## src/rtl/multicycle_controller.sv

```systemverilog
// Control FSM for the multicycle MIPS datapath: sequences fetch, decode, execute,
// memory and writeback steps, and drives every mux select and write enable in it.
module multicycle_controller #(
    parameter bit MEM_HANDSHAKE = 1'b1,
    parameter bit EN_BNE        = 1'b1,
    parameter bit EN_JUMP       = 1'b1
) (
    input  logic       clk,
    input  logic       reset,
    input  logic [5:0] op,
    input  logic [5:0] funct,
    input  logic       zero,
    input  logic       mem_ready,
    output logic       memread,
    output logic       memwrite,
    output logic       iord,
    output logic       irwrite,
    output logic       regdst,
    output logic       memtoreg,
    output logic       regwrite,
    output logic       ULAsrcA,
    output logic [1:0] ULAsrcB,
    output logic [1:0] pcsrc,
    output logic       pcen,
    output logic [2:0] ULAcontrol,
    output logic       illegal_op,
    output logic [3:0] state
);

    typedef enum logic [3:0] {
        S_FETCH   = 4'd0,
        S_DECODE  = 4'd1,
        S_MEMADR  = 4'd2,
        S_MEMRD   = 4'd3,
        S_MEMWB   = 4'd4,
        S_MEMWR   = 4'd5,
        S_EXECUTE = 4'd6,
        S_ALUWB   = 4'd7,
        S_BRANCH  = 4'd8,
        S_ADDIEX  = 4'd9,
        S_ADDIWB  = 4'd10,
        S_JUMP    = 4'd11
    } state_e;

    localparam logic [5:0] OP_RTYPE = 6'b000000;
    localparam logic [5:0] OP_LW    = 6'b100011;
    localparam logic [5:0] OP_SW    = 6'b101011;
    localparam logic [5:0] OP_BEQ   = 6'b000100;
    localparam logic [5:0] OP_BNE   = 6'b000101;
    localparam logic [5:0] OP_ADDI  = 6'b001000;
    localparam logic [5:0] OP_J     = 6'b000010;

    state_e state_q;
    state_e state_d;
    logic   memReady;
    logic   pcWrite;
    logic   branch;
    logic   isBne;
    logic   functLegal;
    logic [2:0] aluFunct;

    assign memReady = MEM_HANDSHAKE ? mem_ready : 1'b1;
    assign isBne    = (op == OP_BNE);
    assign state    = state_q;

    always_comb begin
        functLegal = 1'b1;
        aluFunct   = 3'b010;
        case (funct)
            6'b100000: aluFunct = 3'b010;
            6'b100010: aluFunct = 3'b110;
            6'b100100: aluFunct = 3'b000;
            6'b100101: aluFunct = 3'b001;
            6'b101010: aluFunct = 3'b111;
            default:   functLegal = 1'b0;
        endcase
    end

    always_comb begin
        state_d    = state_q;
        memread    = 1'b0;
        memwrite   = 1'b0;
        iord       = 1'b0;
        irwrite    = 1'b0;
        regdst     = 1'b0;
        memtoreg   = 1'b0;
        regwrite   = 1'b0;
        ULAsrcA    = 1'b0;
        ULAsrcB    = 2'b00;
        pcsrc      = 2'b00;
        ULAcontrol = 3'b000;
        illegal_op = 1'b0;
        pcWrite    = 1'b0;
        branch     = 1'b0;
        pcen       = 1'b0;
        case (state_q)
            S_FETCH: begin
                memread    = 1'b1;
                ULAsrcB    = 2'b01;
                ULAcontrol = 3'b010;
                if (memReady) begin
                    irwrite = 1'b1;
                    pcWrite = 1'b1;
                    state_d = S_DECODE;
                end
            end
            S_DECODE: begin
                ULAsrcB    = 2'b11;
                ULAcontrol = 3'b010;
                state_d    = S_FETCH;
                case (op)
                    OP_LW, OP_SW: state_d = S_MEMADR;
                    OP_RTYPE: begin
                        if (functLegal) state_d = S_EXECUTE;
                        else            illegal_op = 1'b1;
                    end
                    OP_BEQ: state_d = S_BRANCH;
                    OP_BNE: begin
                        if (EN_BNE) state_d = S_BRANCH;
                        else        illegal_op = 1'b1;
                    end
                    OP_ADDI: state_d = S_ADDIEX;
                    OP_J: begin
                        if (EN_JUMP) state_d = S_JUMP;
                        else         illegal_op = 1'b1;
                    end
                    default: illegal_op = 1'b1;
                endcase
            end
            S_MEMADR: begin
                ULAsrcA    = 1'b1;
                ULAsrcB    = 2'b10;
                ULAcontrol = 3'b010;
                state_d    = (op == OP_LW) ? S_MEMRD : S_MEMWR;
            end
            S_MEMRD: begin
                iord    = 1'b1;
                memread = 1'b1;
                if (memReady) state_d = S_MEMWB;
            end
            S_MEMWB: begin
                memtoreg = 1'b1;
                regwrite = 1'b1;
                state_d  = S_FETCH;
            end
            S_MEMWR: begin
                iord     = 1'b1;
                memwrite = 1'b1;
                if (memReady) state_d = S_FETCH;
            end
            S_EXECUTE: begin
                ULAsrcA    = 1'b1;
                ULAcontrol = aluFunct;
                state_d    = S_ALUWB;
            end
            S_ALUWB: begin
                regdst   = 1'b1;
                regwrite = 1'b1;
                state_d  = S_FETCH;
            end
            S_BRANCH: begin
                ULAsrcA    = 1'b1;
                ULAcontrol = 3'b110;
                pcsrc      = 2'b01;
                branch     = 1'b1;
                state_d    = S_FETCH;
            end
            S_ADDIEX: begin
                ULAsrcA    = 1'b1;
                ULAsrcB    = 2'b10;
                ULAcontrol = 3'b010;
                state_d    = S_ADDIWB;
            end
            S_ADDIWB: begin
                regwrite = 1'b1;
                state_d  = S_FETCH;
            end
            S_JUMP: begin
                pcsrc   = 2'b10;
                pcWrite = 1'b1;
                state_d = S_FETCH;
            end
            default: state_d = S_FETCH;
        endcase

        pcen = pcWrite | (branch & (zero ^ isBne));

        // Reset suppresses every strobe at once, so an aborted store never completes
        if (reset) begin
            memread    = 1'b0;
            memwrite   = 1'b0;
            irwrite    = 1'b0;
            regwrite   = 1'b0;
            pcen       = 1'b0;
            illegal_op = 1'b0;
        end
    end

    always_ff @(posedge clk) begin
        if (reset) state_q <= S_FETCH;
        else       state_q <= state_d;
    end

endmodule
```

## config.mk

```make
export PLATFORM = sky130hd
export DESIGN_NAME = multicycle_controller
export DESIGN_NICKNAME = d
export VERILOG_FILES = /design/src/rtl/multicycle_controller.sv
export SDC_FILE = /design/constraint.sdc
export NUM_CORES = 1
export LEC_CHECK = 0
export BUFFER_PORTS_ARGS = -buffer_cell sky130_fd_sc_hd__buf_2
export CAP_MARGIN = 20
export CELL_PAD_IN_SITES_DETAIL_PLACEMENT = 0
export CELL_PAD_IN_SITES_GLOBAL_PLACEMENT = 1
export CORE_UTILIZATION = 30
export DETAILED_ROUTE_END_ITERATION = 10
export GPL_TIMING_DRIVEN = 1
export HOLD_SLACK_MARGIN = 0.03
export PLACE_DENSITY_LB_ADDON = 0.1
export SLEW_MARGIN = 20
export SYNTH_ARGS = -nofsm -noshare
export SYNTH_HDL_FRONTEND = slang
export SYNTH_SLANG_ARGS = --single-unit
```

## constraint.sdc

```tcl
create_clock -name clk -period 2 [get_ports clk]
set_input_delay 0.2 -clock clk [delete_from_list [all_inputs] [get_ports clk]]
set_output_delay 0.2 -clock clk [all_outputs]
set_load 0.05 [all_outputs]
```

Word level (Yosys, flattened, before mapping)
Cells that the tools add are included.

storage, ports and cells
  input bits = 16
  bits in registers = 4
  output and inout port bits = 21
  logic and storage cells = 74

operators by class
  equal/unequal tests = 25
  bitwise logic cells = 3
  reduce and logical (&&, ||, !) cells = 13
  muxes and demuxes = 32

operators by type and width
  operator                                              count
  equality test 6 bit (second input constant)           7
  one-hot mux 4 bit (7 select lines)                    1
  one-hot mux 4 bit (5 select lines)                    1
  two-way mux 1 bit                                     19
  equality test 4 x 3 -> 1 bit (second input constant)  4
  equality test 4 bit (second input constant)           4
  equality test 6 x 3 -> 1 bit (second input constant)  2
  two-way mux 4 bit                                     3
  one-hot mux 3 bit (4 select lines)                    1
  OR reduction 2 bit                                    5
  one-hot mux 3 bit (3 select lines)                    1
  equality test 4 x 2 -> 1 bit (second input constant)  2
  OR reduction 4 bit                                    2
  equality test 6 x 2 -> 1 bit (second input constant)  1
  equality test 6 x 4 -> 1 bit (second input constant)  1
  zero test 6 bit                                       1
  two-way mux 3 bit                                     2
  inequality test 2 bit (second input constant)         3
  one-hot mux 2 bit (3 select lines)                    1
  OR reduction 6 bit                                    1
  OR reduction 5 bit                                    1
  equality test 4 x 1 -> 1 bit (second input constant)  1
  zero test 4 bit                                       1
  one-hot mux 1 bit (2 select lines)                    2
  6 further kinds                                       6

Longest topological paths before layout
  word-level depth = 7
  mapped depth = 6
  mapped depth without buffers = 4

Least setup slack after synthesis
No wires, ideal clock.

  path type = flip-flop to output port
  start point = register state_q[0], in the netlist state[0]
  end point = output port pcen
  stages on the path, launching flop included = 6
  slack = -1.095 ns
  required time = 1.800 ns
  path buffers = 2
  data arrival time = 2.895 ns
  cells stage by stage = dfxtp_1 > clkbuf_1 > buf_2 > nor3_1 > nand2_1 > o32ai_1

on the way
  cells in the longest elaborated chain, start to end = 5
  elaborated cells between the ends (all ways) = 8
  classes of those cells = eq/ne: 2; mux: 3; bitwise: 2; reduce/logical: 1

RTL lines
  what                      RTL line  text
  start: declaration        53        state_e state_q;
  start signal: assignment  201       else state_q <= state_d;
  equality test 4 bit       96        case (state_q)
  two-way mux 1 bit         96
  bitwise AND 1 bit         186       pcen = pcWrite | (branch & (zero ^ isBne));
  bitwise OR 1 bit *        186
  two-way mux 1 bit *       189       if (reset) begin
  end: declaration          24        output logic pcen,

Mark *: on every way between the ends. The rest lies on a longest branch, timed or not.

Worst setup path in the final report
  start point = register state_q[0], in the netlist state[0]
  end point = output port illegal_op

on the way
  cells in the longest elaborated chain, start to end = 3

RTL lines
  what                          RTL line  text
  equality test 4 x 1 -> 1 bit  96
  two-way mux 1 bit             96
  two-way mux 1 bit             189
  end: declaration              26        output logic illegal_op,

No other way between the ends.

==> out/results.ini <==
[yosys]
ys.flop_type = dfxtp_1
yosysSeqAreaShare_pct = 12.12
synthCells = 103
netlist_area_um2 = 660.6
synth_cell_types = 38
synth_top_family_by_area = simple AND/OR/NAND/NOR gates
synth_compound_area_share_pct = 27.27
synthMuxAreaShare_pct = 1.515
synth-simple-area-share_pct = 46.78
synth_edf_count = 0
synth_seq_cells = 4
yosysWarnings = 0
synthXorXnorAreaFrac_pct = 5.303
post_synth_fa_ha_maj_area_fraction_pct = 0
avgSynthCellArea_um2 = 6.414
async_flop_share_pct = 0
synth_nets = 119

[power_and_ir_drop]
leakagePower_nw = 0.4667
power.density_mw_per_mm2 = 355.2
vdd_ir_drop_max_mv = 0.2672

[drt]
drt_iter0_drc = 14
postRouteAntennaNets = 0
avgViaCountPerCell = 5.261
dr.pass1.iters = 4
routed_wl_um = 1988
met1Wirelength_um = 949
dr.max_layer_used = met4
wl_per_cell_um = 12.05
met3_wirelength_um = 89
met2WireLength_um = 936
via_count = 868
drc = 0

[clock_network]
clk_path_buf_depth = 2
cts-root-buf = clkbuf_4
worstSkewPairLatency_ns = 0.24
cts_sinks = 4
cts_tree = built
cts_made_buffers = 3
h-tree-depth = 1
clk_pin_slew_ns = 0.03
ctsHoldBuffers = 0

[worst_setup_path]
timing.rr.start = state[2]
cp-end-kind = primary output
crit_type = flop to primary output
r2r_end = state[2]
reg2reg_setup_slack_ns = 0.48
r2r_cells = 4
worst-path-max-fanout = 12
cp_data_arrival_time_ns = 1.67
crit_path_start_kind = flop
required_ns = 1.80

[timing]
maxSlewViolCount = 0
timing.final.ws_setup_ns = 0.1324
post-route-period-util_pct = 93.38
rsz0062_at_grt = false
fmax_ghz = 0.5354
hold_viol = 0
slew_headroom_pct = 71.62
finClkSkew_ns = 0.002085
fin_crit_ns = 1.868
tightest_slew_ns = 0.4257
setup_viol = 0

[floorplan]
core_mm2 = 0.002022
die_area_mm2 = 0.002394
io_pins = 37
die_h_um = 48.93
die_w_um = 48.93
start_util_pct = 32.67
row_count = 16

[place]
hpwl_um = 1554
io_buffers = 36
place.gp.congestion = 0.8260
dp_slack_ns = 0.3628

[finish]
final_cell_mix = 36 x buf_2, 13 x nor2_1, 9 x nand2_1, 5 x nand2b_1, 5 x nor3_1
final_util_pct = 48.14
n_antenna_cell = 0
finalNetCount = 156
syn_to_final_growth_pct = 47.35
largest_register_ffs = 4
drive_above_1_share_pct = 44.93
fillers = 238
final_common_cell = buf_2

[grt]
grt.overflow.total = 0
grt_pass1_vias = 818
grt_max_degree = 22
grt_pass1_wl_um = 3505
antenna_found_initial = 0
grt_usage_pct = 18.38

[worst_hold_path]
holdPathEnd = state[2]
hold_path_depth = 2
min_from = mem_ready
min_path_type = input pin to flop

[run]
drv_cap = 0

[run_status]
status = complete, no violations

## final cells by class
cell class | instances | area (um^2) | share of cell area, %
inverters | 3 | 11.26 | 1.157
well taps | 27 | 33.78 | 3.470
clock buffers | 3 | 22.52 | 2.314
repair buffers | 40 | 210.2 | 21.59
multi-input cells | 88 | 611.8 | 62.85
flip-flops and latches | 4 | 83.83 | 8.612
## worst max-delay path, cell delays in order, from the launching register on
cell      delay, ns
dfxtp_1        0.54
and2b_1        0.30
nand2_1        0.14
a211oi_4       0.16
buf_2          0.29
## per-stage QoR
| step | TNS (ns) | hold WS, ns | total power (W) | cells | instance area [um^2] |
|---|---|---|---|---|---|
| after floorplan | -0.5513 | 0.3219 | 0.0001933 | 103 | 737.0 |
| after global placement | 0 | 0.5294 | 0.0002423 | 162 | 945.9 |
| after detailed placement | 0 | 0.5235 | 0.0002438 | 162 | 945.9 |
| after CTS | 0 | 0.2698 | 0.0003504 | 165 | 968.4 |
| after global routing | 0 | 0.2917 | 0.0003706 | 165 | 973.4 |
| final | 0 | 0.2702 | 0.0003458 | 165 | 973.4 |
## how the worst max path moves through the flow
stage / startpoint / to / slack [ns]
after floorplan: state[1] / memread / -0.21
after global placement: state[1] / ULAcontrol[0] / 0.40
after detailed placement: state[1] / ULAcontrol[0] / 0.36
after CTS: state[1] / ULAcontrol[0] / 0.1
after global routing: state[0] / illegal_op / 0.03
final: state[0] / illegal_op / 0.13
## where the power goes
part	internal [W]	total, W	switching (W)
combinational	0.0000525	0.000153	0.000101
sequential	0.0000826	0.0000897	0.00000710
clock	0.0000673	0.000103	0.0000357
## synth_stat cells (all sizes together) (2+ instances only)
master  number  area share, %
nor2        16            9.1
nand2        9            5.1
nor3         7            5.3
a21oi        6            4.5
nand2b       5            4.7
and3         4            4.0
buf          4            3.0
clkbuf       4            2.3
dfxtp        4             12
inv          3            1.7
nand3        3            2.3
o21a         3            3.4
xor2         3            4.0
a32oi        2            2.7
and2         2            1.9
nand4        2            1.9
nor2b        2            1.9
nor3b        2            2.3
nor4         2            2.8
o211ai       2            2.3
o21ai        2            1.5
o22ai        2            1.9
## routing by layer
| metal | up-vias | global-route usage, % |
|---|---|---|
| met2 | 26 | 30.09 |
| met5 | - | 0 |
| met1 | 395 | 23.18 |
| li1 | 445 | - |
| met3 | 2 | 4.984 |
| met4 | 0 | 5.882 |
## logic make-up (layout without fill, tap and decap cells)
family / count (synthesis) / after routing
and+or+nand+nor: 58 / 58
AOI/OAI and AO/OA: 25 / 25
buffers and inverters: 11 / 46
xor gates and xnor gates: 4 / 4
DFF: 4 / 4
muxes: 1 / 1
## repair_timing
item,CTS,global route
resized for setup,0,3
endpoints found under the setup margin,0,4
buffers inserted,0,0
(Power assumes the default switching activity.)
